`config.mk`:
```
export PLATFORM = sky130hd
export DESIGN_NAME = memory_port_arbiter
export DESIGN_NICKNAME = d
export VERILOG_FILES = /design/src/rtl/memory_port_arbiter.sv
export SDC_FILE = /design/constraint.sdc
export NUM_CORES = 1
export LEC_CHECK = 0
export CORE_UTILIZATION = 42
export DETAILED_ROUTE_END_ITERATION = 12
export HOLD_SLACK_MARGIN = 0.15
export PLACE_DENSITY_LB_ADDON = 0.25
export SKIP_LAST_GASP = 1
export SLEW_MARGIN = 25
export SYNTH_ARGS = -nofsm -noshare
export SYNTH_HDL_FRONTEND = slang
export SYNTH_SLANG_ARGS = --single-unit
export TNS_END_PERCENT = 30
```
`constraint.sdc`:
```
create_clock -name clk -period 2.2 [get_ports clk]
set_input_delay 0.44 -clock clk [delete_from_list [all_inputs] [get_ports clk]]
set_output_delay 0.44 -clock clk [all_outputs]
set_load 0.03 [all_outputs]
```
`src/rtl/memory_port_arbiter.sv`:
```
// Arbitrates one single-ported memory between instruction fetch and data requesters.
// Data has priority, bounded by a streak limit. Define ARB_TIMEOUT_EN to enable the BUSY watchdog.
module memory_port_arbiter #(
   parameter int DATA_STREAK_MAX = 4
`ifdef ARB_TIMEOUT_EN
   , parameter int TIMEOUT_CYCLES = 256
`endif
) (
   input  logic        clk,
   input  logic        rst,
   input  logic        ifReq,
   input  logic [31:0] ifAddr,
   output logic        ifSuccess,
   output logic [31:0] ifData,
   input  logic        dmReq,
   input  logic        dmWrite,
   input  logic [31:0] dmAddr,
   input  logic [31:0] dmWData,
   input  logic [3:0]  dmByteEnable,
   output logic        dmSuccess,
   output logic [31:0] dmRData,
   output logic        memReq,
   output logic        memWrite,
   output logic [31:0] memAddr,
   output logic [31:0] memWData,
   output logic [3:0]  memByteEnable,
   input  logic        memReady,
   input  logic [31:0] memRData,
   output logic        timeoutError
);

   typedef enum logic [1:0] {IDLE, BUSY_D, BUSY_I, RESP} state_t;

   localparam int STREAK_W = $clog2(DATA_STREAK_MAX + 1);
   localparam logic [STREAK_W-1:0] STREAK_LIMIT = STREAK_W'(DATA_STREAK_MAX);

   state_t              state;
   logic [STREAK_W-1:0] streak;
   logic                streakFull;
   logic                grantData;
   logic                timedOut;
   logic                accessDone;
   logic [31:0]         returnData;

   // NOTE: every always_comb output gets a value on every path, so no latch is inferred.
   always_comb begin
      streakFull = (streak == STREAK_LIMIT);
      grantData  = dmReq && !(ifReq && streakFull);
      accessDone = memReady || timedOut;
      returnData = memReady ? memRData : 32'h0000_0000;
   end

`ifdef ARB_TIMEOUT_EN
   localparam int TO_W = $clog2(TIMEOUT_CYCLES + 1);
   logic [TO_W-1:0] busyCount;

   assign timedOut = (busyCount == TO_W'(TIMEOUT_CYCLES - 1));

   always_ff @(posedge clk or negedge rst) begin
      if (!rst) begin
         busyCount    <= '0;
         timeoutError <= 1'b0;
      end else begin
         if (state == BUSY_D || state == BUSY_I) begin
            busyCount <= busyCount + TO_W'(1);
            if (timedOut && !memReady)
               timeoutError <= 1'b1;
         end else begin
            busyCount <= '0;
         end
      end
   end
`else
   assign timedOut     = 1'b0;
   assign timeoutError = 1'b0;
`endif

   // NOTE: asynchronous active-low reset; memReq drops the instant rst falls, abandoning any access.
   always_ff @(posedge clk or negedge rst) begin
      if (!rst) begin
         state         <= IDLE;
         streak        <= '0;
         memReq        <= 1'b0;
         memWrite      <= 1'b0;
         memAddr       <= '0;
         memWData      <= '0;
         memByteEnable <= '0;
         ifSuccess     <= 1'b0;
         dmSuccess     <= 1'b0;
         ifData        <= '0;
         dmRData       <= '0;
      end else begin
         // NOTE: non-blocking assignments only here, so every register samples pre-edge values.
         ifSuccess <= 1'b0;
         dmSuccess <= 1'b0;
         case (state)
            IDLE: begin
               if (grantData) begin
                  state         <= BUSY_D;
                  memReq        <= 1'b1;
                  memWrite      <= dmWrite;
                  memAddr       <= dmAddr;
                  memWData      <= dmWData;
                  memByteEnable <= dmByteEnable;
                  if (!ifReq)
                     streak <= '0;
                  else if (!streakFull)
                     streak <= streak + STREAK_W'(1);
               end else if (ifReq) begin
                  state    <= BUSY_I;
                  memReq   <= 1'b1;
                  memWrite <= 1'b0;
                  memAddr  <= ifAddr;
                  streak   <= '0;
               end
            end
            BUSY_D: begin
               if (accessDone) begin
                  state     <= RESP;
                  memReq    <= 1'b0;
                  memWrite  <= 1'b0;
                  dmSuccess <= 1'b1;
                  if (!memWrite)
                     dmRData <= returnData;
               end
            end
            BUSY_I: begin
               if (accessDone) begin
                  state     <= RESP;
                  memReq    <= 1'b0;
                  ifSuccess <= 1'b1;
                  ifData    <= returnData;
               end
            end
            RESP:    state <= IDLE;
            default: state <= IDLE;
         endcase
      end
   end

endmodule

```
# After elaboration in Yosys (flattened, before gate mapping)
# Index checks and enable logic that the tools add are counted.
[totals]
wordCells = 57
n_memories = 0
inputBits = 138
latch_bits = 0
rom_bits = 0
regBits = 141
output_inout_bits = 137
ramBits = 0
[op_classes]
div = 0
magnitude_cmp = 0
mul = 0
addsub = 1
n_bitwise = 1
n_shift = 0
mux = 20
n_eq_ne = 8
reduce_logical = 16
[op_table]
columns = ["op", "count"]
rows = [
  ["32-bit two-way mux", 2],
  ["3-bit two-way mux", 4],
  ["3-bit AND reduction", 4],
  ["1-bit two-way mux", 8],
  ["2-bit AND reduction", 4],
  ["2-bit two-way mux", 3],
  ["3-bit inequality test (second input constant)", 2],
  ["2-bit one-hot mux with 3 select lines", 1],
  ["2-bit nonzero test", 3],
  ["2-bit equality test (second input constant)", 2],
  ["1-bit one-hot mux with 2 select lines", 2],
  ["3-bit by 1-bit adder with 3-bit output (second input constant)", 1],
  ["3-bit equality test (second input constant)", 1],
  ["2-bit by 1-bit equality test with 1-bit output (second input constant)", 1],
  ["1-bit logical AND", 2],
  ["2-bit zero test", 1],
  ["2-bit by 1-bit inequality test with 1-bit output (second input constant)", 1],
  ["2-bit inequality test (second input constant)", 1],
  ["2-bit OR reduction", 1],
  ["1-bit zero test", 1],
  ["1-bit inverter", 1],
]

# Longest topological paths before layout
[logic_depth]
word_depth = 6
mapped_depth = 8
ltp_nobuf = 5

# Worst setup path before layout
# OpenSTA, ideal clock, no wires.
[synth_path]
kind = "register to register"
startpoint = "register state[1]"
endpoint = "register dmRData[10]"
arrival_ps = 1550
period_less_slack_ps = 1674
slack_ps = 526
path_stages_with_launch = 8
required_time_ps = 2075
setup_time_ps = 125
path_cell_list = "dfrtp_1 inv_1 ha_1 and2_1 nand2b_1 clkbuf_1 buf_4 mux2_2"
[synth_between]
elab_chain_len = 2
[synth_rtl]
columns = ["element", "line_no", "source"]
rows = [
  ["from (decl)", "37", "state_t state;"],
  ["from (signal assigned)", "81", "state <= IDLE;"],
  ["from (signal assigned)", "99", "state <= BUSY_D;"],
  ["from (signal assigned)", "110", "state <= BUSY_I;"],
  ["2-bit by 1-bit equality test with 1-bit output", "96", "case (state)"],
  ["3-bit AND reduction (no line)", "-", ""],
  ["to (signal assigned)", "124", "dmRData <= returnData;"],
  ["to (decl)", "21", "output logic [31:0] dmRData,"],
]
# No other way between the ends.
# A chain may end at the register's enable or synchronous reset.

# Worst setup path after layout
[layout_path]
startpoint = "register memAddr[25]"
endpoint = "output memAddr[25]"
[layout_rtl]
columns = ["element", "line_no", "source"]
rows = [
  ["from (decl)", "24", "output logic [31:0] memAddr,"],
  ["from (signal assigned)", "102", "memAddr <= dmAddr;"],
  ["from (signal assigned)", "113", "memAddr <= ifAddr;"],
]
# No word-level cell between the ends.

==> flow_summary.json <==
{
  "wl_per_cell_um": 17.0,
  "final_nets": 868,
  "avgSynthCellArea_um2": 13.3,
  "rsz0062_at_grt": "false",
  "drv_slew": 0,
  "rows": 43,
  "drc": 0,
  "ys_warn_count": 0,
  "vdd_ir_drop_max_mv": 0.687,
  "multi_input_area_mm2": 0.00220,
  "synth_common_cells": "dfrtp_1 (141), mux2_2 (82), nand2_1 (68)",
  "grt_max_degree": 53,
  "syn_inst": 448,
  "min_path_type": "flop to flop",
  "first_pass_iters": 6,
  "grt_overflow": 0,
  "port_buffers": 273,
  "ys_seq_area_frac": 0.594,
  "ff2ff_path_depth": 5,
  "status": "completed",
  "syn_nets": 593,
  "power_density_mw_per_mm2": 1690,
  "yosysTopAreaCellShare": 0.594,
  "ys_types": 31,
  "start_util": 0.430,
  "syn2layout_area_growth_pct": 62.0,
  "insertion_delay_ns": 0.41,
  "holdWs_ns": 0.493,
  "die-area_mm2": 0.0146,
  "cts-root-buf": "clkbuf_16",
  "synth_ff_type": "dfrtp_1",
  "wl_um": 15500,
  "syn-cell-area_mm2": 0.00594,
  "ioPinCount": 275,
  "synth_area_leader_cell": "dfrtp_1",
  "power.leakage_nw": 4.06,
  "worst_setup_path_end_kind": "output pin",
  "hold_violations": 0,
  "cts_tree": "yes",
  "htree_levels": 4,
  "vias_per_cell": 5.08,
  "via_count": 4654,
  "drive_above_1_share": 0.208,
  "finalSetupViolations": 0,
  "clk_pin_slew_ns": 0.06,
  "final_area_mm2": 0.00962,
  "clock-skew-final_ns": 0.00711,
  "yosysMostFrequentCell": "dfrtp_1",
  "crit_cells": 1,
  "cts_buffers": 17,
  "period_minus_slack_ns": 1.92,
  "regArea_mm2": 0.00353,
  "antenna_found_initial": 0,
  "grt_pass1_wl_um": 24600,
  "maxCapViolCount": 0,
  "tns_ns": 0,
  "dp_cells": 883,
  "ys_ff_latch": 141,
  "placedInstanceArea_mm2": 0.00891,
  "track_usage": 0.220,
  "post-route-period-util": 0.871,
  "final_cells": 916,
  "cts_buffer_depth": 2,
  "clock.fmax_ghz": 0.522,
  "path_buf_inv": 1,
  "async_flop_share": 1.00,
  "gp_congestion": 0.798,
  "cp_top_family": "buffers and inverters",
  "clock_sinks": 141,
  "cts_resized": 0,
  "postRouteAntennaNets": 0,
  "cp_cell_sequence": "clkdlybuf4s50_1",
  "diodes": 0,
  "required_ns": 1.76,
  "path_class": "flop to output pin",
  "arrival_ns": 1.48,
  "die_w_um": 121,
  "drt_iter0_drc": 249,
  "grt_pass1_vias": 4852,
  "start_kind": "flop",
  "cts_setup_buffers": 0,
  "cp_max_fo": 2,
  "die_h_um": 121,
  "nFillCells": 957,
  "hpwl_um": 11100,
  "synth_enable_flop_cells": 0,
  "critPathMaxStageDelay_ns": 0.70,
  "core_area_mm2": 0.0138,
  "crit_slowest_cell": "clkdlybuf4s50_1",
  "whs_path_depth": 2,
  "synth.area.top_cells": "dfrtp_1 (59%), mux2_2 (16%), mux2_4 (4.5%), nand2_1 (4.3%), o211ai_1 (4.0%)"
}
[worst reg2reg max path, delay by kind of cell (launching register included)]
| kind | cells | cell delay, ns |
|---|---|---|
| simple gates | 2 | 0.48 |
| flops | 1 | 0.40 |
| fa+ha+maj | 1 | 0.38 |
| mux | 1 | 0.28 |
| buf+inv | 1 | 0.14 |
[timing repair]
| action | in CTS | in global routing |
|---|---|---|
| endpoints found under the hold margin | 49 | 0 |
| hold buffers | 1 | 0 |
| setup endpoints to repair | 0 | 0 |
[metrics by stage]
step / util / setup WS (ns) / power, mW
global placement: 0.644 / 0.244 / 12.8
detailed placement: 0.644 / 0.212 / 13.0
CTS: 0.696 / 0.242 / 16.4
global route: 0.696 / 0.215 / 17.1
floorplan: - / 0.526 / 9.44
finish: 0.696 / 0.283 / 16.3
[metal layers]
layer  track usage  vias up  wire length, um
li1              -     2145                -
met1         0.269     2278             6160
met2         0.368      217             8030
met3        0.0606       14             1120
met4        0.0872        0              225
met5             0        -                0
[cells by family after synthesis]
| family | Yosys count | synth area share |
|---|---|---|
| adder cells (fa/ha/maj) | 7 | 0.0147 |
| flip-flops | 141 | 0.594 |
| multiplexers | 103 | 0.206 |
| buffers and inverters | 40 | 0.0362 |
| other | 1 | 0.000631 |
| AND/OR/NAND/NOR | 112 | 0.0935 |
| AO/OA/AOI/OAI | 44 | 0.0548 |
[flip-flops by register name, summed over array words and instances, names as in the netlist]
name and count:
memReq 1, memAddr 32, dmRData 32, memWData 32, ifData 32, streak 3, ifSuccess 1, memWrite 1
dmSuccess 1, state 2, memByteEnable 4
[worst paths after layout]
path | endpoint | slack (ns) | startpoint
max | memAddr[25] | 0.28 | memAddr[25]$_DFFE_PN0P_
min | memAddr[14]$_DFFE_PN0P_ | 0.49 | memAddr[14]$_DFFE_PN0P_
max reg2reg | state[1]$_DFFE_PN0P_ | 0.41 | state[0]$_DFFE_PN0P_
min reg2reg | memAddr[14]$_DFFE_PN0P_ | 0.49 | memAddr[14]$_DFFE_PN0P_
max in group asynchronous | ifData[6]$_DFFE_PN0P_ | 0.94 | rst
min in group asynchronous | ifSuccess$_DFF_PN0_ | 0.54 | rst
[cell usage in the layout (no fill, tap or decap), types with 2 or more instances in the layout]
cell type and instances:
mux2_4 18, o22ai_1 3, buf_4 11, ha_1 7, dfrtp_1 141, nand4_1 32
nand2b_1 2, mux2i_1 2, a31oi_1 2, o31ai_1 3, nand2_1 68, clkbuf_8 3
and2_1 2, nor2b_1 2, clkbuf_16 17, mux2_2 82, buf_12 6, nor2_1 2
clkdlybuf4s50_1 272, clkinvlp_4 2, inv_1 5, clkinv_2 2, bufinv_16 7, o211ai_1 32
[layout make-up]
type	instances	area share
repair buffers	291	0.306
flip-flops and latches	141	0.367
well taps	180	0.0234
inverters	5	0.00195
multi-input cells	267	0.228
clock inverters	11	0.0244
clock buffers	21	0.0489
[power breakdown]
group	total [mW]	leakage (nW)	switching, mW	internal [mW]
Combinational	8.29	2.03	4.43	3.86
Clock	3.39	0.339	1.06	2.33
Sequential	4.61	1.69	0.701	3.91
No activity file was read; power rests on OpenSTA's default activity.
